### src/rtl/cache_pkg.sv
// Shared parameters, address layout and FSM encoding for the direct-mapped,
// write-through cache controller.
package cache_pkg;

  localparam int unsigned CAPACITY   = 64;
  localparam int unsigned WIDTH      = 32;
  localparam int unsigned LINES      = 4;
  localparam int unsigned LINE_WORDS = 4;
  localparam int unsigned CNT_W      = 16;

  function automatic int unsigned off_bits(input int unsigned line_words);
    return $clog2(line_words);
  endfunction

  function automatic int unsigned idx_bits(input int unsigned lines);
    return $clog2(lines);
  endfunction

  function automatic int unsigned tag_bits(input int unsigned aw,
                                           input int unsigned lines,
                                           input int unsigned line_words);
    return aw - idx_bits(lines) - off_bits(line_words);
  endfunction

  localparam int unsigned AW = $clog2(CAPACITY);
  localparam int unsigned OW = off_bits(LINE_WORDS);
  localparam int unsigned IW = idx_bits(LINES);
  localparam int unsigned TW = tag_bits(AW, LINES, LINE_WORDS);

  typedef enum logic [1:0] {
    IDLE   = 2'd0,
    LOOKUP = 2'd1,
    FILL   = 2'd2
  } state_e;

  // Word address, LSB first: offset within line, line index, tag.
  typedef struct packed {
    logic [TW-1:0] tag;
    logic [IW-1:0] idx;
    logic [OW-1:0] off;
  } addr_t;

endpackage

### src/rtl/cache_ctrl_if.sv
// CPU request/response, backing-memory and statistics signals of the cache
// controller; slave is the controller side, master the CPU/memory side.
interface cache_ctrl_if;
  import cache_pkg::*;

  logic              cpu_valid;
  logic              cpu_ready;
  logic              cpu_we;
  logic [AW-1:0]     cpu_addr;
  logic [WIDTH-1:0]  cpu_wdata;
  logic              rsp_valid;
  logic [WIDTH-1:0]  rsp_rdata;
  logic              flush;
  logic              mem_we;
  logic [AW-1:0]     mem_w_addr;
  logic [AW-1:0]     mem_r_addr;
  logic [WIDTH-1:0]  mem_wd;
  logic [WIDTH-1:0]  mem_rd;
  logic [CNT_W-1:0]  hit_count;
  logic [CNT_W-1:0]  miss_count;

  modport slave (
    input  cpu_valid, cpu_we, cpu_addr, cpu_wdata, flush, mem_rd,
    output cpu_ready, rsp_valid, rsp_rdata, mem_we, mem_w_addr, mem_r_addr,
           mem_wd, hit_count, miss_count
  );

  modport master (
    output cpu_valid, cpu_we, cpu_addr, cpu_wdata, flush, mem_rd,
    input  cpu_ready, rsp_valid, rsp_rdata, mem_we, mem_w_addr, mem_r_addr,
           mem_wd, hit_count, miss_count
  );

endinterface

### src/rtl/cache_store.sv
// Tag, valid and data arrays of the cache. Lookup and read are combinational;
// word writes, tag/valid set and invalidation take effect at the clock edge.
module cache_store
  import cache_pkg::*;
(
  input  logic             clk,
  input  logic             reset,
  input  logic [IW-1:0]    idx_i,
  input  logic [TW-1:0]    tag_i,
  input  logic [OW-1:0]    rd_off_i,
  output logic             hit_c_o,
  output logic [WIDTH-1:0] rd_data_c_o,
  input  logic             wr_en_i,
  input  logic [OW-1:0]    wr_off_i,
  input  logic [WIDTH-1:0] wr_data_i,
  input  logic             line_set_i,
  input  logic             line_clr_i,
  input  logic             clear_all_i
);

  logic [LINES-1:0] valid_q, valid_d;
  logic [TW-1:0]    tag_q  [LINES];
  logic [WIDTH-1:0] data_q [LINES][LINE_WORDS];

  assign hit_c_o     = valid_q[idx_i] && (tag_q[idx_i] == tag_i);
  assign rd_data_c_o = data_q[idx_i][rd_off_i];

  // Clear-all wins over single-line updates.
  always_comb begin
    valid_d = valid_q;
    if (clear_all_i) begin
      valid_d = '0;
    end else begin
      if (line_clr_i) valid_d[idx_i] = 1'b0;
      if (line_set_i) valid_d[idx_i] = 1'b1;
    end
  end

  always_ff @(posedge clk or posedge reset) begin
    if (reset) valid_q <= '0;
    else       valid_q <= valid_d;
  end

  // Tag and data storage carry no reset; valid bits guard their contents.
  always_ff @(posedge clk) begin
    if (line_set_i) tag_q[idx_i] <= tag_i;
    if (wr_en_i)    data_q[idx_i][wr_off_i] <= wr_data_i;
  end

endmodule

### src/rtl/cache_ctrl.sv
// Direct-mapped, write-through, no-write-allocate cache controller: request
// FSM, line-fill sequencing, memory write forwarding and hit/miss statistics.
module cache_ctrl
  import cache_pkg::*;
(
  input  logic         clk,
  input  logic         reset,
  cache_ctrl_if.slave  bus
);

  localparam logic [1:0]     S_IDLE   = 2'(IDLE);
  localparam logic [1:0]     S_LOOKUP = 2'(LOOKUP);
  localparam logic [1:0]     S_FILL   = 2'(FILL);
  localparam int unsigned    CW       = OW + 1;
  localparam logic [OW-1:0]  LAST_OFF = OW'(LINE_WORDS - 1);
  localparam logic [CW-1:0]  FILL_END = CW'(LINE_WORDS);
  localparam logic [CW-1:0]  ISSUE_END = CW'(LINE_WORDS - 1);

  logic [1:0]       state_q, state_d;
  addr_t            addr_q, addr_d;
  logic             we_q, we_d;
  logic [WIDTH-1:0] wdata_q, wdata_d;
  logic [CW-1:0]    fill_cnt_q, fill_cnt_d;
  logic             rsp_valid_q, rsp_valid_d;
  logic [WIDTH-1:0] rsp_rdata_q, rsp_rdata_d;
  logic             mem_we_q, mem_we_d;
  logic [AW-1:0]    mem_w_addr_q, mem_w_addr_d;
  logic [AW-1:0]    mem_r_addr_q, mem_r_addr_d;
  logic [WIDTH-1:0] mem_wd_q, mem_wd_d;
  logic [CNT_W-1:0] hit_cnt_q, hit_cnt_d;
  logic [CNT_W-1:0] miss_cnt_q, miss_cnt_d;

  logic             st_hit;
  logic [WIDTH-1:0] st_rd_data;
  logic             st_wr_en;
  logic [OW-1:0]    st_wr_off;
  logic [WIDTH-1:0] st_wr_data;
  logic             st_line_set;
  logic             st_line_clr;
  logic             st_clear_all;

  cache_store u_store (
    .clk         (clk),
    .reset       (reset),
    .idx_i       (addr_q.idx),
    .tag_i       (addr_q.tag),
    .rd_off_i    (addr_q.off),
    .hit_c_o     (st_hit),
    .rd_data_c_o (st_rd_data),
    .wr_en_i     (st_wr_en),
    .wr_off_i    (st_wr_off),
    .wr_data_i   (st_wr_data),
    .line_set_i  (st_line_set),
    .line_clr_i  (st_line_clr),
    .clear_all_i (st_clear_all)
  );

  // Next-state, memory-side and response logic.
  always_comb begin
    state_d      = state_q;
    addr_d       = addr_q;
    we_d         = we_q;
    wdata_d      = wdata_q;
    fill_cnt_d   = fill_cnt_q;
    hit_cnt_d    = hit_cnt_q;
    miss_cnt_d   = miss_cnt_q;
    rsp_valid_d  = 1'b0;
    rsp_rdata_d  = '0;
    mem_we_d     = 1'b0;
    mem_w_addr_d = '0;
    mem_wd_d     = '0;
    mem_r_addr_d = '0;
    st_wr_en     = 1'b0;
    st_wr_off    = addr_q.off;
    st_wr_data   = wdata_q;
    st_line_set  = 1'b0;
    st_line_clr  = 1'b0;
    st_clear_all = 1'b0;

    case (state_q)
      S_IDLE: begin
        if (bus.flush) begin
          st_clear_all = 1'b1;
        end else if (bus.cpu_valid) begin
          addr_d  = addr_t'(bus.cpu_addr);
          we_d    = bus.cpu_we;
          wdata_d = bus.cpu_wdata;
          // Store write-through is presented to memory during LOOKUP.
          if (bus.cpu_we) begin
            mem_we_d     = 1'b1;
            mem_w_addr_d = bus.cpu_addr;
            mem_wd_d     = bus.cpu_wdata;
          end
          state_d = S_LOOKUP;
        end
      end

      S_LOOKUP: begin
        if (we_q) begin
          st_wr_en    = st_hit;
          rsp_valid_d = 1'b1;
          if (st_hit) hit_cnt_d  = hit_cnt_q + CNT_W'(1);
          else        miss_cnt_d = miss_cnt_q + CNT_W'(1);
          state_d = S_IDLE;
        end else if (st_hit) begin
          rsp_valid_d = 1'b1;
          rsp_rdata_d = st_rd_data;
          hit_cnt_d   = hit_cnt_q + CNT_W'(1);
          state_d     = S_IDLE;
        end else begin
          miss_cnt_d   = miss_cnt_q + CNT_W'(1);
          st_line_clr  = 1'b1;
          fill_cnt_d   = '0;
          mem_r_addr_d = {addr_q.tag, addr_q.idx, OW'(0)};
          state_d      = S_FILL;
        end
      end

      S_FILL: begin
        // Word k is addressed in fill cycle k and captured in cycle k+1.
        if (fill_cnt_q != '0) begin
          st_wr_en   = 1'b1;
          st_wr_off  = OW'(fill_cnt_q - CW'(1));
          st_wr_data = bus.mem_rd;
        end
        if (fill_cnt_q < ISSUE_END) begin
          mem_r_addr_d = {addr_q.tag, addr_q.idx, OW'(fill_cnt_q + CW'(1))};
        end
        if (fill_cnt_q == FILL_END) begin
          st_line_set = 1'b1;
          rsp_valid_d = 1'b1;
          rsp_rdata_d = (addr_q.off == LAST_OFF) ? bus.mem_rd : st_rd_data;
          fill_cnt_d  = '0;
          state_d     = S_IDLE;
        end else begin
          fill_cnt_d = fill_cnt_q + CW'(1);
        end
      end

      default: state_d = S_IDLE;
    endcase
  end

  always_ff @(posedge clk or posedge reset) begin
    if (reset) begin
      state_q      <= S_IDLE;
      addr_q       <= '0;
      we_q         <= 1'b0;
      wdata_q      <= '0;
      fill_cnt_q   <= '0;
      rsp_valid_q  <= 1'b0;
      rsp_rdata_q  <= '0;
      mem_we_q     <= 1'b0;
      mem_w_addr_q <= '0;
      mem_r_addr_q <= '0;
      mem_wd_q     <= '0;
      hit_cnt_q    <= '0;
      miss_cnt_q   <= '0;
    end else begin
      state_q      <= state_d;
      addr_q       <= addr_d;
      we_q         <= we_d;
      wdata_q      <= wdata_d;
      fill_cnt_q   <= fill_cnt_d;
      rsp_valid_q  <= rsp_valid_d;
      rsp_rdata_q  <= rsp_rdata_d;
      mem_we_q     <= mem_we_d;
      mem_w_addr_q <= mem_w_addr_d;
      mem_r_addr_q <= mem_r_addr_d;
      mem_wd_q     <= mem_wd_d;
      hit_cnt_q    <= hit_cnt_d;
      miss_cnt_q   <= miss_cnt_d;
    end
  end

  // Flush takes priority over a request presented in the same cycle.
  assign bus.cpu_ready  = (state_q == S_IDLE) && !bus.flush;
  assign bus.rsp_valid  = rsp_valid_q;
  assign bus.rsp_rdata  = rsp_rdata_q;
  assign bus.mem_we     = mem_we_q;
  assign bus.mem_w_addr = mem_w_addr_q;
  assign bus.mem_r_addr = mem_r_addr_q;
  assign bus.mem_wd     = mem_wd_q;
  assign bus.hit_count  = hit_cnt_q;
  assign bus.miss_count = miss_cnt_q;

endmodule

### src/flat_wrapper.sv
// flat-port wrapper written by rule: the top's interface ports become plain ports
module cache_ctrl_flat import cache_pkg::*;
  (clk, reset, bus_cpu_valid, bus_cpu_we, bus_cpu_addr, bus_cpu_wdata, bus_flush, bus_mem_rd, bus_cpu_ready, bus_rsp_valid, bus_rsp_rdata, bus_mem_we, bus_mem_w_addr, bus_mem_r_addr, bus_mem_wd, bus_hit_count, bus_miss_count);
  cache_ctrl_if bus_i ();
  input  logic clk;
  input  logic reset;
  input wire logic [$bits(bus_i.cpu_valid)-1:0] bus_cpu_valid;
  input wire logic [$bits(bus_i.cpu_we)-1:0] bus_cpu_we;
  input wire logic [$bits(bus_i.cpu_addr)-1:0] bus_cpu_addr;
  input wire logic [$bits(bus_i.cpu_wdata)-1:0] bus_cpu_wdata;
  input wire logic [$bits(bus_i.flush)-1:0] bus_flush;
  input wire logic [$bits(bus_i.mem_rd)-1:0] bus_mem_rd;
  output wire logic [$bits(bus_i.cpu_ready)-1:0] bus_cpu_ready;
  output wire logic [$bits(bus_i.rsp_valid)-1:0] bus_rsp_valid;
  output wire logic [$bits(bus_i.rsp_rdata)-1:0] bus_rsp_rdata;
  output wire logic [$bits(bus_i.mem_we)-1:0] bus_mem_we;
  output wire logic [$bits(bus_i.mem_w_addr)-1:0] bus_mem_w_addr;
  output wire logic [$bits(bus_i.mem_r_addr)-1:0] bus_mem_r_addr;
  output wire logic [$bits(bus_i.mem_wd)-1:0] bus_mem_wd;
  output wire logic [$bits(bus_i.hit_count)-1:0] bus_hit_count;
  output wire logic [$bits(bus_i.miss_count)-1:0] bus_miss_count;
  assign bus_i.cpu_valid = bus_cpu_valid;
  assign bus_i.cpu_we = bus_cpu_we;
  assign bus_i.cpu_addr = bus_cpu_addr;
  assign bus_i.cpu_wdata = bus_cpu_wdata;
  assign bus_i.flush = bus_flush;
  assign bus_i.mem_rd = bus_mem_rd;
  assign bus_cpu_ready = bus_i.cpu_ready;
  assign bus_rsp_valid = bus_i.rsp_valid;
  assign bus_rsp_rdata = bus_i.rsp_rdata;
  assign bus_mem_we = bus_i.mem_we;
  assign bus_mem_w_addr = bus_i.mem_w_addr;
  assign bus_mem_r_addr = bus_i.mem_r_addr;
  assign bus_mem_wd = bus_i.mem_wd;
  assign bus_hit_count = bus_i.hit_count;
  assign bus_miss_count = bus_i.miss_count;
  cache_ctrl u_core (.clk(clk), .reset(reset), .bus(bus_i));
endmodule
### config.mk
export PLATFORM = sky130hd
export DESIGN_NAME = cache_ctrl_flat
export DESIGN_NICKNAME = d
export VERILOG_FILES = /design/src/rtl/cache_pkg.sv /design/src/rtl/cache_ctrl_if.sv /design/src/rtl/cache_store.sv /design/src/rtl/cache_ctrl.sv /design/src/flat_wrapper.sv
export SDC_FILE = /design/constraint.sdc
export NUM_CORES = 1
export LEC_CHECK = 0
export BUFFER_PORTS_ARGS = -buffer_cell sky130_fd_sc_hd__clkbuf_2
export CORE_MARGIN = 2
export CORE_UTILIZATION = 65
export DETAILED_ROUTE_END_ITERATION = 12
export GPL_TIMING_DRIVEN = 0
export PLACE_DENSITY = 0.95
export SYNTH_ARGS = -nofsm -noshare
export SYNTH_HDL_FRONTEND = slang
export SYNTH_SLANG_ARGS = --single-unit
### constraint.sdc
create_clock -name clk -period 16.89 [get_ports clk]
set_clock_uncertainty 0.15 [all_clocks]
set_input_delay 5.067 -clock clk [delete_from_list [all_inputs] [get_ports clk]]
set_output_delay 5.067 -clock clk [all_outputs]
set_load 0.02 [all_outputs]
---- After elaboration in Yosys (flattened, before gate mapping) ----
Memory sizes are Yosys's and may differ from the RTL's.
Index checks and enable logic that the tools add are counted.
W data, S select, Z words.
storage, ports and cells
  bits in registers ....................... 158
  bits in writable memories ............... 520
  output and inout port bits .............. 111
  memories ................................ 2
  word-level logic and storage cells ...... 123
memory list
  memory                 depth  width  read ports  clocked after memory_dff  write ports  RTL line           source
  u_core.u_store.data_q  4      128    1           0                         1            cache_store.sv:23  logic [WIDTH-1:0] data_q [LINES][LINE_WORDS];
  u_core.u_store.tag_q   4      2      1           0                         1            cache_store.sv:22  logic [TW-1:0] tag_q [LINES];
operators by class
  add/sub/neg operators ................... 4
  equal/unequal tests ..................... 10
  bitwise gates (word level) .............. 7
  order comparisons ....................... 6
  mux-type cells .......................... 65
  reductions and logical operators ........ 13
operators with widths
  kind                     number
  $mux W32                 13
  $mux W128                1
  $bmux W32 S2             1
  $demux W32 S2            1
  $pmux W32 S2             1
  $mux W6                  7
  $add A16 B1 Y16 const B  2
  $mux W1                  20
  $mux W4                  4
  $mux W2                  7
  $pmux W6 S2              1
  $mux W3                  3
  $reduce_and A3 Y1        3
  $ne A2 B2 Y1 const B     4
  $ge A3 B3 Y1 const B     2
  $not A2 Y3               2
  $pmux W2 S3              1
  $pmux W3 S2              1
  $and A4 B4 Y4            1
  $eq A2 B2 Y1 const B     2
  $logic_and A1 B1 Y1      4
  $not A4 Y4               1
  $or A4 B4 Y4             1
  $pmux W1 S2              2
  18 further kinds         20

---- Longest topological paths before layout ----
Gate-level depths: netlist (run 1).
  depth in word-level cells ............... 11
  gate-level depth with buffers ........... 10

---- Hierarchy ----
A second synthesis (run 1) with hierarchy kept.
second synthesis, totals
  cell total of the unflattened synthesis .. 1346
  area total of the unflattened synthesis .. 26361.5 µm²
modules (own cells, without submodules)
  module       cells an instance  times used  area an instance (µm²)
  cache_store  856                1           19972.9
  cache_ctrl   490                1           6388.6

---- Worst setup path before layout (run 1) ----
Ideal clock, no wire load.
  kind .................................... input-to-output
  start point ............................. input bus_flush
  end point ............................... output bus_cpu_ready
  path buffers ............................ 0
  setup slack ............................. 6326 ps
  data required time ...................... 11673 ps
  stages .................................. 1
  arrival ................................. 5347 ps
  cells stage by stage .................... nor2_1
between the ends
  longest elaborated chain between the ends .. 2
ends and longest elaborated chain
  what                 RTL line            source
  from (decl)          flat_wrapper.sv:11  input wire logic [$bits(bus_i.flush)-1:0] bus_flush;
  $logic_not A1 Y1     cache_ctrl.sv:177   assign bus.cpu_ready = (state_q == S_IDLE) && !bus.flush;
  $logic_and A1 B1 Y1  cache_ctrl.sv:177
  to (decl)            flat_wrapper.sv:13  output wire logic [$bits(bus_i.cpu_ready)-1:0] bus_cpu_ready;
No other way between the ends.

---- Worst setup path in the final report (run 1) ----
Ends and elaborated chain as after synthesis.

==> flow_summary.toml, run 1 <==
[status]
status = "completed"

[worst_setup_path]
timing.rr.start = "u_core.fill_cnt_q[0]$_DFFE_PP0P_"
r2r_end = "u_core.u_store.data_q[1][7]$_DFFE_PP_"
reg2reg_depth = 9
crit_type = "input port to primary output"
cp-end-kind = "primary output"
crit_path_start_kind = "input port"
cp.arrival_ns = 5.44
r2r_setup_slack_ns = 12.24
critPathRequiredTime_ns = 11.67
crit_fanout = 3

[clock_network]
cts_tree = "yes"
holdBufCountCts = 0
cts-root-buf = "clkbuf_16"
post_cts.repair.setup_buffers = 0
cts.clk_slew.worst_paths_ns = 0.06
cts.sinks = 678
htree_levels = 3
cts_made_buffers = 66
cts_buffer_depth = 3
clk_latency_ns = 0.61
cts_resized = 0

[global_route]
grt_overflow_total = 0
grt_max_degree = 106
grt_first_pass_wirelength_um = 119000
grt_pass1_vias = 18100
track_usage = 0.390
antenna_found_initial = 2

[drt]
drc = 0
routed_wl_um = 82600
wl_met2_um = 39400
viasPerCell = 7.25
highest_layer = "met4"
drtPass1Iterations = 7
vias = 17400
wl_met3_um = 11300
drt_iter0_markers = 2858
routedWlPerCell_um = 34.4
wirelength_met1_um = 25600
drt.antenna.violating_nets = 0

[min_path]
hold_path.class = "flop to flop"
min_to = "u_core.bus.hit_count[15]$_DFFE_PP0P_"
hold_depth = 1
hold_path_startpoint = "u_core.bus.hit_count[15]$_DFFE_PP0P_"

[synthesis]
synth_edf_count = 520
ys_seq_elements = 678
ys_seq_area_frac = 0.729
synthArstFlopShare = 0.233
avgSynthCellArea_um2 = 17.5
synthCells = 1536
synth_warnings = 0
synth_top_flop_cell = "edfxtp_1"
synth.distinct_cells = 52
syn_area_mm2 = 0.0269
syn_nets = 1618

[timing]
maxSlewHeadroom = 0.149
finalMaxSlewViolations = 0
fin_crit_sh = 0.631
finalHoldViolCount = 0
fmax_ghz = 0.0939
layout_min_cycle_time_ns = 10.65
setup_viol = 0
tightest_slew_ns = 1.28
rsz0062_at_grt = "false"
fin_tns_setup_ns = 0

[pwr]
ir_drop_mv = 0.128
total_power_mw = 5.04
p_leak_nw = 11.9
power.density_mw_per_mm2 = 160

[floorplanning]
start_util = 0.658
core-area_mm2 = 0.0408
die_width_um = 207
rows = 74
io_pins = 186
die_area_mm2 = 0.0430
chipHeight_um = 207

[layout]
layout.nets = 1895
final_common_cell = "edfxtp_1"
drive_above_1_share = 0.289
area_delta_synth_final_pct = 17.0
fill_cells = 1996
final_cell_mix = "edfxtp_1 (520), nand2_1 (251), clkbuf_2 (184)"

[run]
drv_cap = 0

[placed_design]
io_buffer_count = 184
place.gp.congestion = 0.911
hpwl_um = 49700
## kinds of logic after synthesis
| group | count (synthesis) | share of synthesized area |
|---|---|---|
| flip-flops | 678 | 0.729 |
| multiplexers | 174 | 0.138 |
| AND/OR/NAND/NOR | 383 | 0.0641 |
| AO/OA/AOI/OAI | 156 | 0.0371 |
| XOR/XNOR | 34 | 0.0121 |
| buffers and inverters | 104 | 0.0166 |
| adder cells (fa/ha/maj) | 7 | 0.00326 |
## area by class of cell
type | count | area, µm² | share of cell area
antenna | 2 | 5.00 | 0.000159
sequential | 678 | 19600 | 0.623
inverter | 15 | 63.8 | 0.00203
tap | 532 | 666 | 0.0212
timing repair buffer | 209 | 1460 | 0.0465
buffer | 89 | 389 | 0.0124
multi-input combinational | 754 | 7040 | 0.224
clock buffer | 96 | 1970 | 0.0627
clock inverter | 25 | 244 | 0.00777
## cells in the mapped netlist (12+ instances only)
library cell | number | share of area
nand2_1 | 251 | 0.035
edfxtp_1 | 520 | 0.58
xnor2_1 | 12 | 0.0039
nor2_1 | 14 | 0.0020
mux4_2 | 157 | 0.13
and3_1 | 44 | 0.010
buf_2 | 29 | 0.0054
a21o_1 | 29 | 0.0081
nand4_1 | 13 | 0.0030
a21oi_1 | 45 | 0.0084
dfrtp_1 | 158 | 0.15
clkbuf_1 | 50 | 0.0070
nand3_1 | 22 | 0.0041
o21ai_0 | 39 | 0.0073
inv_1 | 15 | 0.0021
xor2_1 | 20 | 0.0065
nor3_1 | 13 | 0.0024
## state kept, by name, summed over array words and instances, names as in the netlist, 6 cells and up
| register | flops |
|---|---|
| u_core.u_store.data_q | 512 |
| u_core.bus.mem_wd | 32 |
| u_core.bus.rsp_rdata | 32 |
| u_core.wdata_q | 32 |
| u_core.bus.hit_count | 16 |
| u_core.bus.miss_count | 16 |
| u_core.u_store.tag_q | 8 |
| u_core.addr_q | 6 |
| u_core.bus.mem_r_addr | 6 |
| u_core.bus.mem_w_addr | 6 |
## metrics by stage
| step | hold WS (ns) | util | instance area (µm²) | setup WS (ns) | instances |
|---|---|---|---|---|---|
| floorplan | 0.296 | - | 26900 | 6.33 | 1536 |
| global placement | 0.305 | 0.697 | 28400 | 5.57 | 2252 |
| detailed placement | 0.306 | 0.715 | 29200 | 6.24 | 2277 |
| CTS | 0.318 | 0.769 | 31400 | 6.24 | 2398 |
| global route | 0.332 | 0.769 | 31400 | 6.22 | 2398 |
| finish | 0.316 | 0.769 | 31400 | 6.24 | 2400 |
## routing by layer
metal / vias to the layer above / track usage
li1: 6516 / -
met1: 8491 / 0.468
met2: 1915 / 0.615
met3: 481 / 0.124
met4: 0 / 0.254
met5: - / 0
## worst max path at each step
stage,startpoint,end,slack (ns)
after floorplan,bus_flush,bus_cpu_ready,6.33
after global placement,reset,u_core.bus.mem_wd[6]$_DFF_PP0_,5.57
after detailed placement,bus_flush,bus_cpu_ready,6.24
after CTS,bus_flush,bus_cpu_ready,6.24
after global routing,bus_flush,bus_cpu_ready,6.22
final,bus_flush,bus_cpu_ready,6.24
## power breakdown
group | total, mW | switching [mW] | internal, mW
clock | 1.51 | 0.649 | 0.863
sequential | 2.11 | 0.0554 | 2.06
combinational | 1.41 | 0.908 | 0.505
## critical path, cell delays in order
cell and delay, ns:
clkbuf_2 0.10, nor2_1 0.09, clkbuf_2 0.18
Note: power is estimated with default switching activity, not from simulation.
==> run 2, diff against run 1 <==
--- a/config.mk
+++ b/config.mk
@@ -7,10 +7,10 @@
 export LEC_CHECK = 0
 export BUFFER_PORTS_ARGS = -buffer_cell sky130_fd_sc_hd__clkbuf_2
 export CORE_MARGIN = 2
-export CORE_UTILIZATION = 65
+export CORE_UTILIZATION = 60
 export DETAILED_ROUTE_END_ITERATION = 12
 export GPL_TIMING_DRIVEN = 0
-export PLACE_DENSITY = 0.95
+export PLACE_DENSITY = 0.89
 export SYNTH_ARGS = -nofsm -noshare
 export SYNTH_HDL_FRONTEND = slang
 export SYNTH_SLANG_ARGS = --single-unit
==> constraint.sdc (replaced) <==
create_clock -name clk -period 9.9 [get_ports clk]
set_clock_uncertainty 0.15 [all_clocks]
set_input_delay 2.97 -clock clk [delete_from_list [all_inputs] [get_ports clk]]
set_output_delay 2.97 -clock clk [all_outputs]
set_load 0.02 [all_outputs]
==> run 2 against run 1 <==
Register-to-register slack worse by 7.0 ns. Critical path type unchanged. Worst setup slack worse by 2.8 ns. Combinational power up 65%. Highest routed layer is now met5. Largest power group unchanged. Count of clock-buffer cells in the layout down 7. Hold slack better by 0.0024 ns. Clock power up 69%. Cell count up 2.7%. Critical endpoint unchanged. First-iteration DRC count down 11%.
==> flow_summary.toml, run 2 (synthesis results as in run 1) <==
[layout]
top_register = "u_core.u_store.data_q"
drive_above_1_share = 0.289
final_cell_mix = "edfxtp_1 (520), nand2_1 (251), clkbuf_2 (184)"
layout.nets = 1898
final_common_cell = "edfxtp_1"
largest_reg_flops = 512
area_delta_synth_final_pct = 17.5

[worst_setup_path]
crit_type = "input port to primary output"
critPathRequiredTime_ns = 6.78
cp-end-kind = "primary output"
crit_fanout = 3
timing.rr.start = "u_core.fill_cnt_q[0]$_DFFE_PP0P_"
r2r_setup_slack_ns = 5.27
cp.arrival_ns = 3.37
r2r_end = "u_core.u_store.data_q[0][40]$_DFFE_PP_"
crit_path_start_kind = "input port"
reg2reg_depth = 8

[floorplanning]
core-area_mm2 = 0.0442
rows = 77
die_area_mm2 = 0.0465
start_util = 0.607
io_pins = 186
chipHeight_um = 216
die_width_um = 216

[pwr]
total_power_mw = 8.46
combPwrFrac = 0.275
power.density_mw_per_mm2 = 268
p_leak_nw = 11.9
swShare = 0.315
p_sw_mw = 2.67
ir_drop_mv = 0.214
clockPowerShare = 0.301
seqPwrFrac = 0.425
p_int_mw = 5.80

[global_route]
track_usage = 0.335
grt_pass1_vias = 17200
grt_first_pass_wirelength_um = 112000
antenna_found_initial = 4
grt_max_degree = 88
grt_overflow_total = 0

[placed_design]
hpwl_um = 48200
io_buffer_count = 184
place.gp.congestion = 0.859

[status]
status = "completed"

[drt]
vias = 16800
viasPerCell = 6.81
drc = 0
drt_iter0_markers = 2541
drtPass1Iterations = 7
drt.antenna.violating_nets = 0
routedWlPerCell_um = 31.1
routed_wl_um = 76700

[timing]
maxSlewHeadroom = 0.165
fmax_ghz = 0.154
setup_viol = 0
layout_min_cycle_time_ns = 6.49
fin_tns_setup_ns = 0
fin_crit_sh = 0.656
rsz0062_at_grt = "false"
tightest_slew_ns = 1.24
finalMaxSlewViolations = 0
finalHoldViolCount = 0

[clock_network]
cts_resized = 0
cts-root-buf = "clkbuf_16"
cts.sinks = 678
clk_latency_ns = 0.61
post_cts.repair.setup_buffers = 0
cts_buffer_depth = 3
htree_levels = 3
cts_made_buffers = 67
cts_tree = "yes"
holdBufCountCts = 0
cts.clk_slew.worst_paths_ns = 0.06

[min_path]
hold_depth = 1
hold_path_startpoint = "u_core.bus.hit_count[15]$_DFFE_PP0P_"
hold_path.class = "flop to flop"
min_to = "u_core.bus.hit_count[15]$_DFFE_PP0P_"

[run]
drv_cap = 0
==> run 2: worst max path at each step <==
| stage | from | end | slack [ns] | depth (start not counted) |
|---|---|---|---|---|
| 6_report | bus_flush | bus_cpu_ready | 3.41 | 3 |
| 3_5_place_dp | bus_flush | bus_cpu_ready | 3.41 | 3 |
| 4_1_cts | bus_flush | bus_cpu_ready | 3.41 | 3 |
| 3_3_place_gp | reset | u_core.wdata_q[4]$_DFFE_PP0P_ | 0.56 | 2 |
| 2_1_floorplan | reset | u_core.addr_q[0]$_DFFE_PP0P_ | 2.52 | 1 |
| 5_1_grt | bus_flush | bus_cpu_ready | 3.38 | 3 |
==> run 2: layout make-up <==
type | instances | area [µm²]
Antenna cell | 3 | 7.51
Buffer | 89 | 389
Clock buffer | 89 | 1870
Clock inverter | 33 | 330
Fill cell | 2449 | 12700
Inverter | 15 | 63.8
Multi-Input combinational cell | 754 | 7040
Sequential cell | 678 | 19600
Tap cell | 592 | 741
Timing Repair Buffer | 211 | 1530
==> run 2: stage by stage <==
step                 util  cells  worst slack [ns]  cell area (µm²)  hold WS, ns
floorplan               -   1536              2.52            26900        0.296
global placement    0.645   2312             0.563            28500        0.306
detailed placement  0.663   2339              3.41            29300        0.312
CTS                 0.713   2461              3.41            31500        0.324
global route        0.713   2463              3.38            31500        0.349
finish              0.713   2464              3.41            31500        0.319
==> run 2: power by group through the flow <==
stage	registers (mW)	logic, mW	clock network, mW
6_report	3.59	2.32	2.55
5_1_grt	3.60	2.44	2.65
4_1_cts	3.59	2.28	2.55
3_5_place_dp	3.64	2.23	0
3_3_place_gp	3.63	2.06	0
2_1_floorplan	3.64	1.51	0
==> run 2: critical path, stage by stage <==
cell      delay (ns)
clkbuf_2        0.11
nor2_1          0.11
clkbuf_2        0.18
==> run 2: routing by layer <==
layer,vias to the layer above,track usage,wire (µm)
met5,-,0,11
li1,6522,-,-
met1,8303,0.428,25100
met4,2,0.185,4520
met3,337,0.0995,10400
met2,1610,0.524,36600
